--- config.mk ---
export PLATFORM = sky130hd
export DESIGN_NAME = data_mem_arbiter_flat
export DESIGN_NICKNAME = d
export VERILOG_FILES = /design/src/rtl/data_mem_arbiter_if.sv /design/src/rtl/data_mem_arbiter.sv /design/src/flat_wrapper.sv
export SDC_FILE = /design/constraint.sdc
export NUM_CORES = 1
export LEC_CHECK = 0
export ABC_AREA = 0
export CAP_MARGIN = 20
export CORE_MARGIN = 2
export CORE_UTILIZATION = 31
export CTS_BUF_LIST = sky130_fd_sc_hd__clkbuf_2
export DETAILED_ROUTE_END_ITERATION = 7
export MAX_ROUTING_LAYER = met4
export PLACE_DENSITY = 0.73
export SYNTH_ARGS = -nofsm -noshare
export SYNTH_HDL_FRONTEND = slang
export SYNTH_SLANG_ARGS = --single-unit
export TNS_END_PERCENT = 100
--- constraint.sdc ---
create_clock -name clk -period 7 [get_ports clk]
set_input_delay 1.4 -clock clk [delete_from_list [all_inputs] [get_ports clk]]
set_output_delay 1.4 -clock clk [all_outputs]
set_load 0.05 [all_outputs]
--- src/rtl/data_mem_arbiter_if.sv ---
// Bus bundle between the two requesters, the arbiter and the data memory port.
// The arbiter takes the slave view. The requesters and the memory model take the master view.
interface data_mem_arbiter_if;
    logic        m0_req;
    logic        m0_we;
    logic [19:0] m0_addr;
    logic [23:0] m0_wdata;
    logic        m0_gnt;
    logic        m0_rvalid;
    logic [23:0] m0_rdata;

    logic        m1_req;
    logic        m1_we;
    logic [19:0] m1_addr;
    logic [23:0] m1_wdata;
    logic        m1_gnt;
    logic        m1_rvalid;
    logic [23:0] m1_rdata;

    logic        mem_write;
    logic [19:0] mem_address;
    logic [23:0] mem_data;
    logic [23:0] mem_q;
    logic        wr_err;

    modport slave (
        input  m0_req, m0_we, m0_addr, m0_wdata,
        input  m1_req, m1_we, m1_addr, m1_wdata,
        input  mem_q,
        output m0_gnt, m0_rvalid, m0_rdata,
        output m1_gnt, m1_rvalid, m1_rdata,
        output mem_write, mem_address, mem_data, wr_err
    );

    modport master (
        output m0_req, m0_we, m0_addr, m0_wdata,
        output m1_req, m1_we, m1_addr, m1_wdata,
        output mem_q,
        input  m0_gnt, m0_rvalid, m0_rdata,
        input  m1_gnt, m1_rvalid, m1_rdata,
        input  mem_write, mem_address, mem_data, wr_err
    );
endinterface

--- src/rtl/data_mem_arbiter.sv ---
// Two-master round-robin arbiter for the single data memory port.
// Bursts are bounded. Read returns are tagged back to their issuer.
// Writes into the image ROM window are dropped and flagged.
module data_mem_arbiter #(
    parameter int READ_LATENCY = 1,
    parameter int BURST_MAX    = 4,
    parameter int ROM_BASE     = 262220
) (
    input  logic              clk,
    input  logic              rst,
    data_mem_arbiter_if.slave bus
);
    typedef enum logic [1:0] {IDLE, OWN0, OWN1} owner_t;

    localparam logic [3:0]  BURST_LIM = 4'(BURST_MAX);
    localparam logic [19:0] ROM_ADDR  = 20'(ROM_BASE);

    owner_t      owner_reg, owner_next;
    logic [3:0]  count_reg, count_next;
    logic        last_reg, last_next;

    logic        has_win;
    logic        win;
    logic        issue;
    logic        win_we;
    logic [19:0] win_addr;
    logic [23:0] win_data;
    logic        rom_hit;

    logic [19:0] addr_hold_reg;
    logic [23:0] data_hold_reg;
    logic        wr_err_reg;

    logic [READ_LATENCY-1:0] pipe_valid_reg, pipe_valid_next;
    logic [READ_LATENCY-1:0] pipe_tag_reg, pipe_tag_next;

    // Winner selection: round-robin on ties, bounded burst while contended
    always_comb begin
        has_win = 1'b0;
        win     = 1'b0;
        unique case (owner_reg)
            OWN0: begin
                if (bus.m0_req && (count_reg < BURST_LIM || !bus.m1_req)) begin
                    has_win = 1'b1;
                    win     = 1'b0;
                end else if (bus.m1_req) begin
                    has_win = 1'b1;
                    win     = 1'b1;
                end
            end
            OWN1: begin
                if (bus.m1_req && (count_reg < BURST_LIM || !bus.m0_req)) begin
                    has_win = 1'b1;
                    win     = 1'b1;
                end else if (bus.m0_req) begin
                    has_win = 1'b1;
                    win     = 1'b0;
                end
            end
            default: begin
                if (bus.m0_req && bus.m1_req) begin
                    has_win = 1'b1;
                    win     = ~last_reg;
                end else if (bus.m0_req || bus.m1_req) begin
                    has_win = 1'b1;
                    win     = bus.m1_req;
                end
            end
        endcase
    end

    // Reset kills an issue immediately, without waiting for an edge
    assign issue    = has_win & ~rst;
    assign win_we   = win ? bus.m1_we    : bus.m0_we;
    assign win_addr = win ? bus.m1_addr  : bus.m0_addr;
    assign win_data = win ? bus.m1_wdata : bus.m0_wdata;
    assign rom_hit  = (win_addr >= ROM_ADDR);

    assign bus.m0_gnt      = issue & ~win;
    assign bus.m1_gnt      = issue & win;
    assign bus.mem_write   = issue & win_we & ~rom_hit;
    assign bus.mem_address = issue ? win_addr : addr_hold_reg;
    assign bus.mem_data    = issue ? win_data : data_hold_reg;
    assign bus.wr_err      = wr_err_reg;

    // Next owner / burst count / last owner after this cycle
    always_comb begin
        owner_next = IDLE;
        count_next = 4'd0;
        last_next  = last_reg;
        if (issue) begin
            owner_next = win ? OWN1 : OWN0;
            last_next  = win;
            if ((owner_reg == OWN0 && !win) || (owner_reg == OWN1 && win)) begin
                count_next = (count_reg < BURST_LIM) ? count_reg + 4'd1 : count_reg;
            end else begin
                count_next = 4'd1;
            end
        end
    end

    // Arbitration state register; last_owner starts at 1 so master 0 wins the first tie
    always_ff @(posedge clk or posedge rst) begin
        if (rst) begin
            owner_reg <= IDLE;
            count_reg <= 4'd0;
            last_reg  <= 1'b1;
        end else begin
            owner_reg <= owner_next;
            count_reg <= count_next;
            last_reg  <= last_next;
        end
    end

    // Hold the last issued address/data so an idle port does not toggle, and flag dropped ROM writes
    always_ff @(posedge clk or posedge rst) begin
        if (rst) begin
            addr_hold_reg <= 20'd0;
            data_hold_reg <= 24'd0;
            wr_err_reg    <= 1'b0;
        end else begin
            if (issue) begin
                addr_hold_reg <= win_addr;
                data_hold_reg <= win_data;
            end
            wr_err_reg <= issue & win_we & rom_hit;
        end
    end

    // Read-return pipe: stage 0 captures the issue, and the last stage lines up with mem_q
    assign pipe_valid_next[0] = issue & ~win_we;
    assign pipe_tag_next[0]   = win;
    for (genvar gi = 1; gi < READ_LATENCY; gi++) begin : g_pipe
        assign pipe_valid_next[gi] = pipe_valid_reg[gi-1];
        assign pipe_tag_next[gi]   = pipe_tag_reg[gi-1];
    end

    // Pipe register; reset discards every read still in flight
    always_ff @(posedge clk or posedge rst) begin
        if (rst) begin
            pipe_valid_reg <= '0;
            pipe_tag_reg   <= '0;
        end else begin
            pipe_valid_reg <= pipe_valid_next;
            pipe_tag_reg   <= pipe_tag_next;
        end
    end

    assign bus.m0_rvalid = pipe_valid_reg[READ_LATENCY-1] & ~pipe_tag_reg[READ_LATENCY-1];
    assign bus.m1_rvalid = pipe_valid_reg[READ_LATENCY-1] &  pipe_tag_reg[READ_LATENCY-1];
    assign bus.m0_rdata  = bus.mem_q;
    assign bus.m1_rdata  = bus.mem_q;
endmodule

--- src/flat_wrapper.sv ---
// flat-port wrapper written by rule: the top's interface ports become plain ports
module data_mem_arbiter_flat 
#(
    parameter int READ_LATENCY = 1,
    parameter int BURST_MAX    = 4,
    parameter int ROM_BASE     = 262220
)
  (clk, rst, bus_m0_req, bus_m0_we, bus_m0_addr, bus_m0_wdata, bus_m1_req, bus_m1_we, bus_m1_addr, bus_m1_wdata, bus_mem_q, bus_m0_gnt, bus_m0_rvalid, bus_m0_rdata, bus_m1_gnt, bus_m1_rvalid, bus_m1_rdata, bus_mem_write, bus_mem_address, bus_mem_data, bus_wr_err);
  data_mem_arbiter_if bus_i ();
  input  logic clk;
  input  logic rst;
  input wire logic [$bits(bus_i.m0_req)-1:0] bus_m0_req;
  input wire logic [$bits(bus_i.m0_we)-1:0] bus_m0_we;
  input wire logic [$bits(bus_i.m0_addr)-1:0] bus_m0_addr;
  input wire logic [$bits(bus_i.m0_wdata)-1:0] bus_m0_wdata;
  input wire logic [$bits(bus_i.m1_req)-1:0] bus_m1_req;
  input wire logic [$bits(bus_i.m1_we)-1:0] bus_m1_we;
  input wire logic [$bits(bus_i.m1_addr)-1:0] bus_m1_addr;
  input wire logic [$bits(bus_i.m1_wdata)-1:0] bus_m1_wdata;
  input wire logic [$bits(bus_i.mem_q)-1:0] bus_mem_q;
  output wire logic [$bits(bus_i.m0_gnt)-1:0] bus_m0_gnt;
  output wire logic [$bits(bus_i.m0_rvalid)-1:0] bus_m0_rvalid;
  output wire logic [$bits(bus_i.m0_rdata)-1:0] bus_m0_rdata;
  output wire logic [$bits(bus_i.m1_gnt)-1:0] bus_m1_gnt;
  output wire logic [$bits(bus_i.m1_rvalid)-1:0] bus_m1_rvalid;
  output wire logic [$bits(bus_i.m1_rdata)-1:0] bus_m1_rdata;
  output wire logic [$bits(bus_i.mem_write)-1:0] bus_mem_write;
  output wire logic [$bits(bus_i.mem_address)-1:0] bus_mem_address;
  output wire logic [$bits(bus_i.mem_data)-1:0] bus_mem_data;
  output wire logic [$bits(bus_i.wr_err)-1:0] bus_wr_err;
  assign bus_i.m0_req = bus_m0_req;
  assign bus_i.m0_we = bus_m0_we;
  assign bus_i.m0_addr = bus_m0_addr;
  assign bus_i.m0_wdata = bus_m0_wdata;
  assign bus_i.m1_req = bus_m1_req;
  assign bus_i.m1_we = bus_m1_we;
  assign bus_i.m1_addr = bus_m1_addr;
  assign bus_i.m1_wdata = bus_m1_wdata;
  assign bus_i.mem_q = bus_mem_q;
  assign bus_m0_gnt = bus_i.m0_gnt;
  assign bus_m0_rvalid = bus_i.m0_rvalid;
  assign bus_m0_rdata = bus_i.m0_rdata;
  assign bus_m1_gnt = bus_i.m1_gnt;
  assign bus_m1_rvalid = bus_i.m1_rvalid;
  assign bus_m1_rdata = bus_i.m1_rdata;
  assign bus_mem_write = bus_i.mem_write;
  assign bus_mem_address = bus_i.mem_address;
  assign bus_mem_data = bus_i.mem_data;
  assign bus_wr_err = bus_i.wr_err;
  data_mem_arbiter #(.READ_LATENCY(READ_LATENCY), .BURST_MAX(BURST_MAX), .ROM_BASE(ROM_BASE)) u_core (.clk(clk), .rst(rst), .bus(bus_i));
endmodule
# Word-level counts from Yosys, hierarchy flattened
# Cells that the tools add are included.
totals:
  reg_bits: 54
op_classes:
  n_lt_le_gt_ge: 2
  n_bitwise: 15
  muxes: 22
  eq_ne: 3
  addsub: 1
  n_reduce_logical: 12
op_table:
  columns: ["cell", "count"]
  rows:
  - ["$mux 24", 2]
  - ["$mux 20", 2]
  - ["$ge 20x19->1 const B", 1]
  - ["$mux 4", 3]
  - ["$mux 1", 11]
  - ["$and 1x1->1", 9]
  - ["$not 1->1", 6]
  - ["$logic_and 1x1->1", 5]
  - ["$add 4x1->4 const B", 1]
  - ["$logic_or 1x1->1", 4]
  - ["$lt 4x3->1 const B", 1]
  - ["$mux 2", 2]
  - ["$pmux 1 s2", 2]
  - ["$logic_not 1->1", 3]
  - ["$ne 3x3->1 const B", 1]
  - ["$eq 2x1->1 const B", 1]
  - ["$eq 2x2->1 const B", 1]

# Longest topological paths before layout
# Gate-level depths: netlist of run 1.
depth:
  ltp_word: 10
  mapped_depth: 8
  mapped_depth_nobuf: 7

# Worst setup path before layout of run 1
# Ideal clock, no wire load.
synth_path:
  path_kind: "in2out"
  startpoint: "input rst"
  endpoint: "output bus_mem_write"
  t_arrival_ns: 4.083
  setup_slack_ns: 1.517
  path_buffers: 0
  cell_stages: 3
  cell_sequence: "inv_1 -> o211ai_1 -> o32ai_1"
synth_via:
  elab_chain_cells: 4
synth_rtl:
  columns: ["element", "line_no", "rtl"]
  rows:
  - ["from (decl)", "flat_wrapper.sv:11", "input logic rst;"]
  - ["$not 1->1", "data_mem_arbiter.sv:73", "assign issue = has_win & ~rst;"]
  - ["$and 1x1->1", "data_mem_arbiter.sv:73", null]
  - ["$and 1x1->1 (2 in a row)", "data_mem_arbiter.sv:81", "assign bus.mem_write = issue & win_we & ~rom_hit;"]
  - ["to (decl)", "flat_wrapper.sv:27", "output wire logic [$bits(bus_i.mem_write)-1:0] bus_mem_write;"]
# Every way passes these cells.

# Worst setup path after layout of run 1
layout_path:
  startpoint: "input bus_m1_req"
  endpoint: "output bus_mem_data[5]"
layout_via:
  elab_chain_cells: 7
  elab_cells_between_ends: 20
layout_rtl:
  columns: ["element", "line_no", "rtl"]
  rows:
  - ["from (decl)", "flat_wrapper.sv:16", "input wire logic [$bits(bus_i.m1_req)-1:0] bus_m1_req;"]
  - ["$logic_not 1->1", "data_mem_arbiter.sv:43", "if (bus.m0_req && (count_reg < BURST_LIM || !bus.m1_req)) begin"]
  - ["$logic_or 1x1->1", "data_mem_arbiter.sv:43", null]
  - ["$logic_and 1x1->1", "data_mem_arbiter.sv:43", null]
  - ["$mux 1", "data_mem_arbiter.sv:43", null]
  - ["$pmux 1 s2", "data_mem_arbiter.sv:41", "unique case (owner_reg)"]
  - ["$mux 24 or $and 1x1->1 (tied branches)", "data_mem_arbiter.sv:76, data_mem_arbiter.sv:73", null]
  - ["$mux 24 *", null, null]
  - ["to (decl)", "flat_wrapper.sv:29", "output wire logic [$bits(bus_i.mem_data)-1:0] bus_mem_data;"]
# Every way passes the cells marked *; elsewhere a longest branch is shown, timed or not.

==> reports/qor.csv, run 1 <==
stage,metric,value,unit
run_status,outcome,finished clean,
job,max-cap violations,0,
critical_path,FF-to-FF End,u_core.addr_hold_reg[1],
grt,initial antenna violation count,0,
drt,drt via density,5.168,
grt,GR met1 Demand/Resource,0.1919,
grt,GRT Total Usage,0.1690,
timing,final setup violating endpoints,0,
grt,largest net degree at the start of global routing,55,
drt,drt first pass iters,4,
grt,GRT overflow,0,
critical_path,critical path peak fanout,47,
logic_synthesis,async set or reset register ratio after synthesis,1.000,
timing,setup ws final,1268,ps
hold_path,Hold Crit Class,reg -> reg,
timing,final worst-path cycle share,0.8189,
placed_design,dpl ws,1274,ps
grt,vias in the first global route,3146,
critical_path,Worst R2R Path Depth,7,
clock_network,Root Buffer Master,clkbuf_2,
grt,global-route wire length before repair,15.38,mm
logic_synthesis,Syn Nets,484,
logic_synthesis,Yosys top cell by area,dfrtp_1,
critical_path,Worst EP required,5600,ps
clock_network,Sink Count,54,
critical_path,Worst setup EP type,primary output,
die,# IOs,216,
finish,area delta synth->final,31.01,%
logic_synthesis,Post-Syn Area per Cell,9.527,sq um
die,die span in x,109.6,microns
placed_design,RD Place Congestion,0.7514,
drt,Via Count,3018,
clock_network,# hold bufs at CTS,0,
grt,grt peak-use layer,met2,
finish,multi-input logic area,1436,sq um
logic_synthesis,cell count after synthesis,363,
clock_network,H-tree level count,2,
die,row cnt,38,
finish,Fill cells,1098,
die,Die Span Y,109.6,microns
clock_network,post-CTS sizing,0,
die,Core ar.,10840,sq um
critical_path,Worst setup SP type,primary input,
power_and_ir_drop,static leakage,1.672,nW
placed_design,number of port buffers,143,
logic_synthesis,post-synthesis sequential area ratio,0.3911,
timing,min cycle time layout,5732,ps
drt,Routed Wire Length,10.06,mm
drt,antenna-violating nets left,0,
logic_synthesis,"Distinct cells, synth",46,
finish,Storage cell area,1353,sq um
clock_network,"CTS clk-pin slew, worst paths",320,ps
clock_network,Max Root-Sink Buffers,2,
clock_network,post-CTS setup buffers,0,
timing,clock skew,39.26,ps
finish,Non-Filler Instances,584,
drt,mean routed wirelength per cell,17.22,microns
finish,share of cells above drive strength 1,0.1239,
die,DIE AREA,12020,sq um
power_and_ir_drop,Power Density,239.9,nW/um^2
timing,f_max,0.1745,GHz
placed_design,dpl hpwl,7.132,mm
timing,RSZ-0062 raised after global routing,no,
logic_synthesis,Synth area leaders,"dfrtp_1, buf_4, nand3_2",
clock_network,"Clk Latency, worst-skew pair",470,ps
grt,met3 usage,0.03853,
logic_synthesis,Main synth FF type,dfrtp_1,
timing,slew of the pin with the lowest slew margin,911.1,ps
finish,Final Util,0.4179,
clock_network,TritonCTS clock tree,yes,
critical_path,crit path kind,in -> out,
logic_synthesis,Ys Warns,0,
power_and_ir_drop,Peak VDD IR,0.1071,mV
finish,max reg flops,24,
timing,final setup TNS,0,ps
timing,Worst slew margin,0.3912,
grt,GRT met2 Usage,0.2888,
hold_path,hold path cells,2,
drt,DRC,0,
drt,Iter 0 DRT Violations,178,
logic_synthesis,"EDFF count, synth",0,
critical_path,flop2flop setup slack,4630,ps
finish,antenna cells,0,
die,initial core utilization,0.3190,
logic_synthesis,Post-Synthesis Cell Area,3458,sq um
critical_path,Critical Path AT,4330,ps
clock_network,total CTS buffers,5,
logic_synthesis,top-count cell post-synth,dfrtp_1,
hold_path,hold_sp,u_core.last_reg,
hold_path,Hold Path Sink,u_core.last_reg,
timing,"Hold Violations, Final",0,
finish,Nets,564,
critical_path,RR Startpoint,u_core.owner_reg[0],
logic_synthesis,share of the synthesized area in the top cell type,0.3835,
timing,Pins Over Slew Limit,0,
logic_synthesis,"top cells by count, synth","dfrtp_1, nor2_1, buf_4",
logic_synthesis,"FF+latch count, synth",54,
placed_design,placed cell count,576,
[worst max-delay path: stages]
cell and delay (ps):
clkdlybuf4s50_1 630, nor2_1 110, nor2_4 700, buf_12 300
nor2_1 70, a31oi_1 240, clkdlybuf4s50_1 850
[layout make-up]
class                      count  share of cell area
clock buffer                   5            0.005523
clock inverter                 3            0.005523
inverter                       6            0.004971
multi-input combinational    228              0.3170
sequential                    54              0.2985
tap                          140             0.03866
timing repair buffer         148              0.3297
[cells by family (layout without fill, tap and decap cells)]
logic type                 after synthesis  after routing  share of synthesized area
and+or+nand+nor                        118            118                     0.2022
AOI/OAI and AO/OA                      104            104                     0.1896
buffers and inverters                   81            162                     0.1968
DFF                                     54             54                     0.3911
adders and majority gates                3              3                    0.01085
muxes                                    2              2                   0.006873
xor gates and xnor gates                 1              1                   0.002533
[metrics by stage]
stage	power [mW]	area, sq um	hold WS (ps)
4_1_cts	1.098	4531	510.4
3_3_place_gp	0.9412	4461	480.9
6_report	1.087	4531	510.3
3_5_place_dp	0.9563	4481	482.4
2_1_floorplan	0.8492	3458	460.7
5_1_grt	1.150	4531	547.5
[report_power, final]
group	internal, mW	switching (mW)	total (mW)	leakage, nW
sequential	0.365	0.0163	0.381	0.622
clock	0.0268	0.109	0.136	0.0296
combinational	0.199	0.371	0.570	1.02
total	0.590	0.497	1.09	1.67
[how the worst max path moves through the flow]
stage	slack, ps	endpoint	from
after floorplan	1520	bus_mem_write	rst
after global placement	1350	bus_mem_address[1]	bus_m1_req
after detailed placement	1270	bus_mem_data[5]	bus_m1_req
after CTS	1270	bus_mem_data[5]	bus_m1_req
after global routing	1040	bus_mem_data[5]	bus_m1_req
final	1270	bus_mem_data[5]	bus_m1_req
[metal layers]
| layer | up-vias | part of all wire |
|---|---|---|
| met3 | 26 | 0.074 |
| met1 | 1420 | 0.39 |
| met5 | - | 0 |
| met2 | 163 | 0.51 |
| met4 | 0 | 0.023 |
| li1 | 1409 | - |
[cell usage in the layout, fill, tap and decap left out, types with 3 or more instances in the layout]
cell type / count
a31oi_1: 44
buf_4: 3
clkbuf_2: 5
clkdlybuf4s50_1: 143
dfrtp_1: 53
ha_1: 3
inv_1: 4
nand2_1: 3
nand3_1: 18
nand3_2: 28
nor2_1: 51
nor3_1: 4
nor4_1: 6
o21ai_0: 6
o21ai_1: 39
(Power assumes the default switching activity.)
==> run 2: changes to the inputs <==
--- a/config.mk
+++ b/config.mk
@@ -12,7 +12,7 @@
 export CTS_BUF_LIST = sky130_fd_sc_hd__clkbuf_2
 export DETAILED_ROUTE_END_ITERATION = 7
 export MAX_ROUTING_LAYER = met4
-export PLACE_DENSITY = 0.73
+export PLACE_DENSITY = 0.75
 export SYNTH_ARGS = -nofsm -noshare
 export SYNTH_HDL_FRONTEND = slang
 export SYNTH_SLANG_ARGS = --single-unit
==> constraint.sdc (replaced) <==
create_clock -name clk -period 5.1 [get_ports clk]
set_input_delay 1.02 -clock clk [delete_from_list [all_inputs] [get_ports clk]]
set_output_delay 1.02 -clock clk [all_outputs]
set_load 0.05 [all_outputs]
==> reports/qor.csv, run 2 (synthesis gave the netlist of run 1 again) <==
stage,metric,value,unit
timing,min cycle time layout,4630,ps
drt,drt first pass iters,4,
timing,final worst-path cycle share,0.9078,
grt,GRT Total Usage,0.1727,
critical_path,Worst setup SP type,primary input,
timing,final setup TNS,0,ps
drt,Via Count,3033,
clock_network,post-CTS setup buffers,0,
grt,initial antenna violation count,0,
drt,DRC,0,
timing,RSZ-0062 raised after global routing,no,
finish,max reg flops,24,
clock_network,# hold bufs at CTS,0,
timing,"Hold Violations, Final",0,
die,die span in x,109.6,microns
die,initial core utilization,0.3190,
drt,drt via density,5.167,
clock_network,"CTS clk-pin slew, worst paths",310,ps
clock_network,H-tree level count,2,
clock_network,"Clk Latency, worst-skew pair",510,ps
timing,setup ws final,470.1,ps
critical_path,crit path kind,in -> out,
placed_design,dpl ws,466.2,ps
finish,antenna cells,0,
power_and_ir_drop,Power Density,339.7,nW/um^2
critical_path,Crit path max-delay family,buffers and inverters,
critical_path,Worst EP required,4080,ps
power_and_ir_drop,static leakage,1.714,nW
placed_design,number of port buffers,143,
critical_path,critical path's slowest cell,clkdlybuf4s50_1,
power_and_ir_drop,NetSw,0.6832,mW
timing,Pins Over Slew Limit,0,
critical_path,Worst setup EP type,primary output,
grt,GRT overflow,0,
grt,global-route wire length before repair,15.43,mm
clock_network,Sink Count,54,
finish,Nets,567,
die,DIE AREA,12020,sq um
grt,vias in the first global route,3052,
finish,share of cells above drive strength 1,0.1924,
timing,f_max,0.2160,GHz
finish,"most common cell after layout, fill and taps aside",clkdlybuf4s50_1,
power_and_ir_drop,logic gate share of total power,0.505,
clock_network,TritonCTS clock tree,yes,
placed_design,dpl hpwl,7.322,mm
critical_path,Critical Path Most Common Cell,clkdlybuf4s50_1,
power_and_ir_drop,sw frac,0.4484,
clock_network,post-CTS sizing,0,
drt,Routed Wire Length,10.19,mm
power_and_ir_drop,Peak VDD IR,0.1491,mV
job,max-cap violations,0,
timing,Worst slew margin,0.5240,
drt,Iter 0 DRT Violations,250,
die,Core ar.,10840,sq um
critical_path,Critical Path AT,3610,ps
clock_network,total CTS buffers,5,
critical_path,"Cell Chain, Critical Path","clkdlybuf4s50_1, nand2b_2, o311a_4, nand2_4, inv_2, o32ai_1, clkdlybuf4s50_1",
run_status,outcome,finished clean,
drt,mean routed wirelength per cell,17.36,microns
timing,clock skew,36.24,ps
timing,final setup violating endpoints,0,
power_and_ir_drop,Sequential Power Share,0.342,
critical_path,critical path peak fanout,24,
die,row cnt,38,
critical_path,CP peak stage delay,850,ps
clock_network,Root Buffer Master,clkbuf_2,
power_and_ir_drop,Internal Dissipation,0.8405,mW
critical_path,WP buf/inv,3,
grt,largest net degree at the start of global routing,55,
placed_design,RD Place Congestion,0.8175,
power_and_ir_drop,share of total power in the clock network,0.152,
clock_network,Max Root-Sink Buffers,2,
die,# IOs,216,
timing,slew of the pin with the lowest slew margin,714.0,ps
timing,hold_ws,505.2,ps
hold_path,Hold Crit Class,reg -> reg,
finish,most frequent cells in the layout,"clkdlybuf4s50_1, dfrtp_1, nor2_1",
die,Die Span Y,109.6,microns
finish,area delta synth->final,29.70,%
drt,antenna-violating nets left,0,
==> run 2: changes by cell type in the layout (fill, tap and decap cells not counted), sizes merged <==
cell           change
clkinvlp           -1
clkdlybuf4s50     -28
bufinv             +1
buf               +31
clkinv             +1
inv                -1
==> run 2: layout make-up <==
type	instances	area (sq um)
tap	140	175.2
inverter	6	22.52
clock inverter	3	40.04
multi-input combinational	228	1436
clock buffer	5	25.02
sequential	54	1353
fill	1086	6355
timing repair buffer	151	1434
==> run 2: worst register-to-register path, cell delays in order (launching register included) <==
cell      delay [ps]
dfrtp_1          450
inv_1             60
ha_1             340
nand2b_2         230
o311ai_4         280
buf_4            310
buf_4            380
o21ai_0          130
a31oi_1          340
==> run 2: final timing paths <==
kind,startpoint,to,slack [ps],cells past startpoint
worst max-delay path,bus_m0_req,bus_mem_write,470,7
worst min-delay path,u_core.last_reg,u_core.last_reg,510,2
worst max register to register,u_core.owner_reg[0],u_core.addr_hold_reg[0],2490,8
worst min register to register,u_core.last_reg,u_core.last_reg,510,2
max in group asynchronous,rst,u_core.data_hold_reg[4],3500,3
min in group asynchronous,rst,u_core.pipe_tag_reg,1100,3
==> run 2: routing by layer <==
metal	wire length (microns)	part of all wire	up-vias	GRT usage
met4	244	0.024	0	0.07414
met2	5041	0.49	160	0.2963
li1	-	-	1419	-
met1	3907	0.38	1433	0.1867
met3	996	0.098	21	0.04861
met5	0	0	-	-
==> run 2: power groups by stage <==
stage	Clock (mW)	Combinational, mW	Sequential (mW)
after floorplan	0	0.637	0.528
after global placement	0	0.763	0.528
after detailed placement	0	0.772	0.531
after CTS	0.242	0.775	0.523
after global routing	0.261	0.819	0.529
final	0.232	0.770	0.522
==> run 2: through the flow <==
step	instance area [sq um]	utilization	std cells	power, mW
floorplan	3458	-	363	1.166
global placement	4420	0.4078	579	1.291
finish	4486	0.4138	587	1.524
detailed placement	4420	0.4078	579	1.303
global route	4486	0.4138	587	1.609
CTS	4486	0.4138	587	1.539
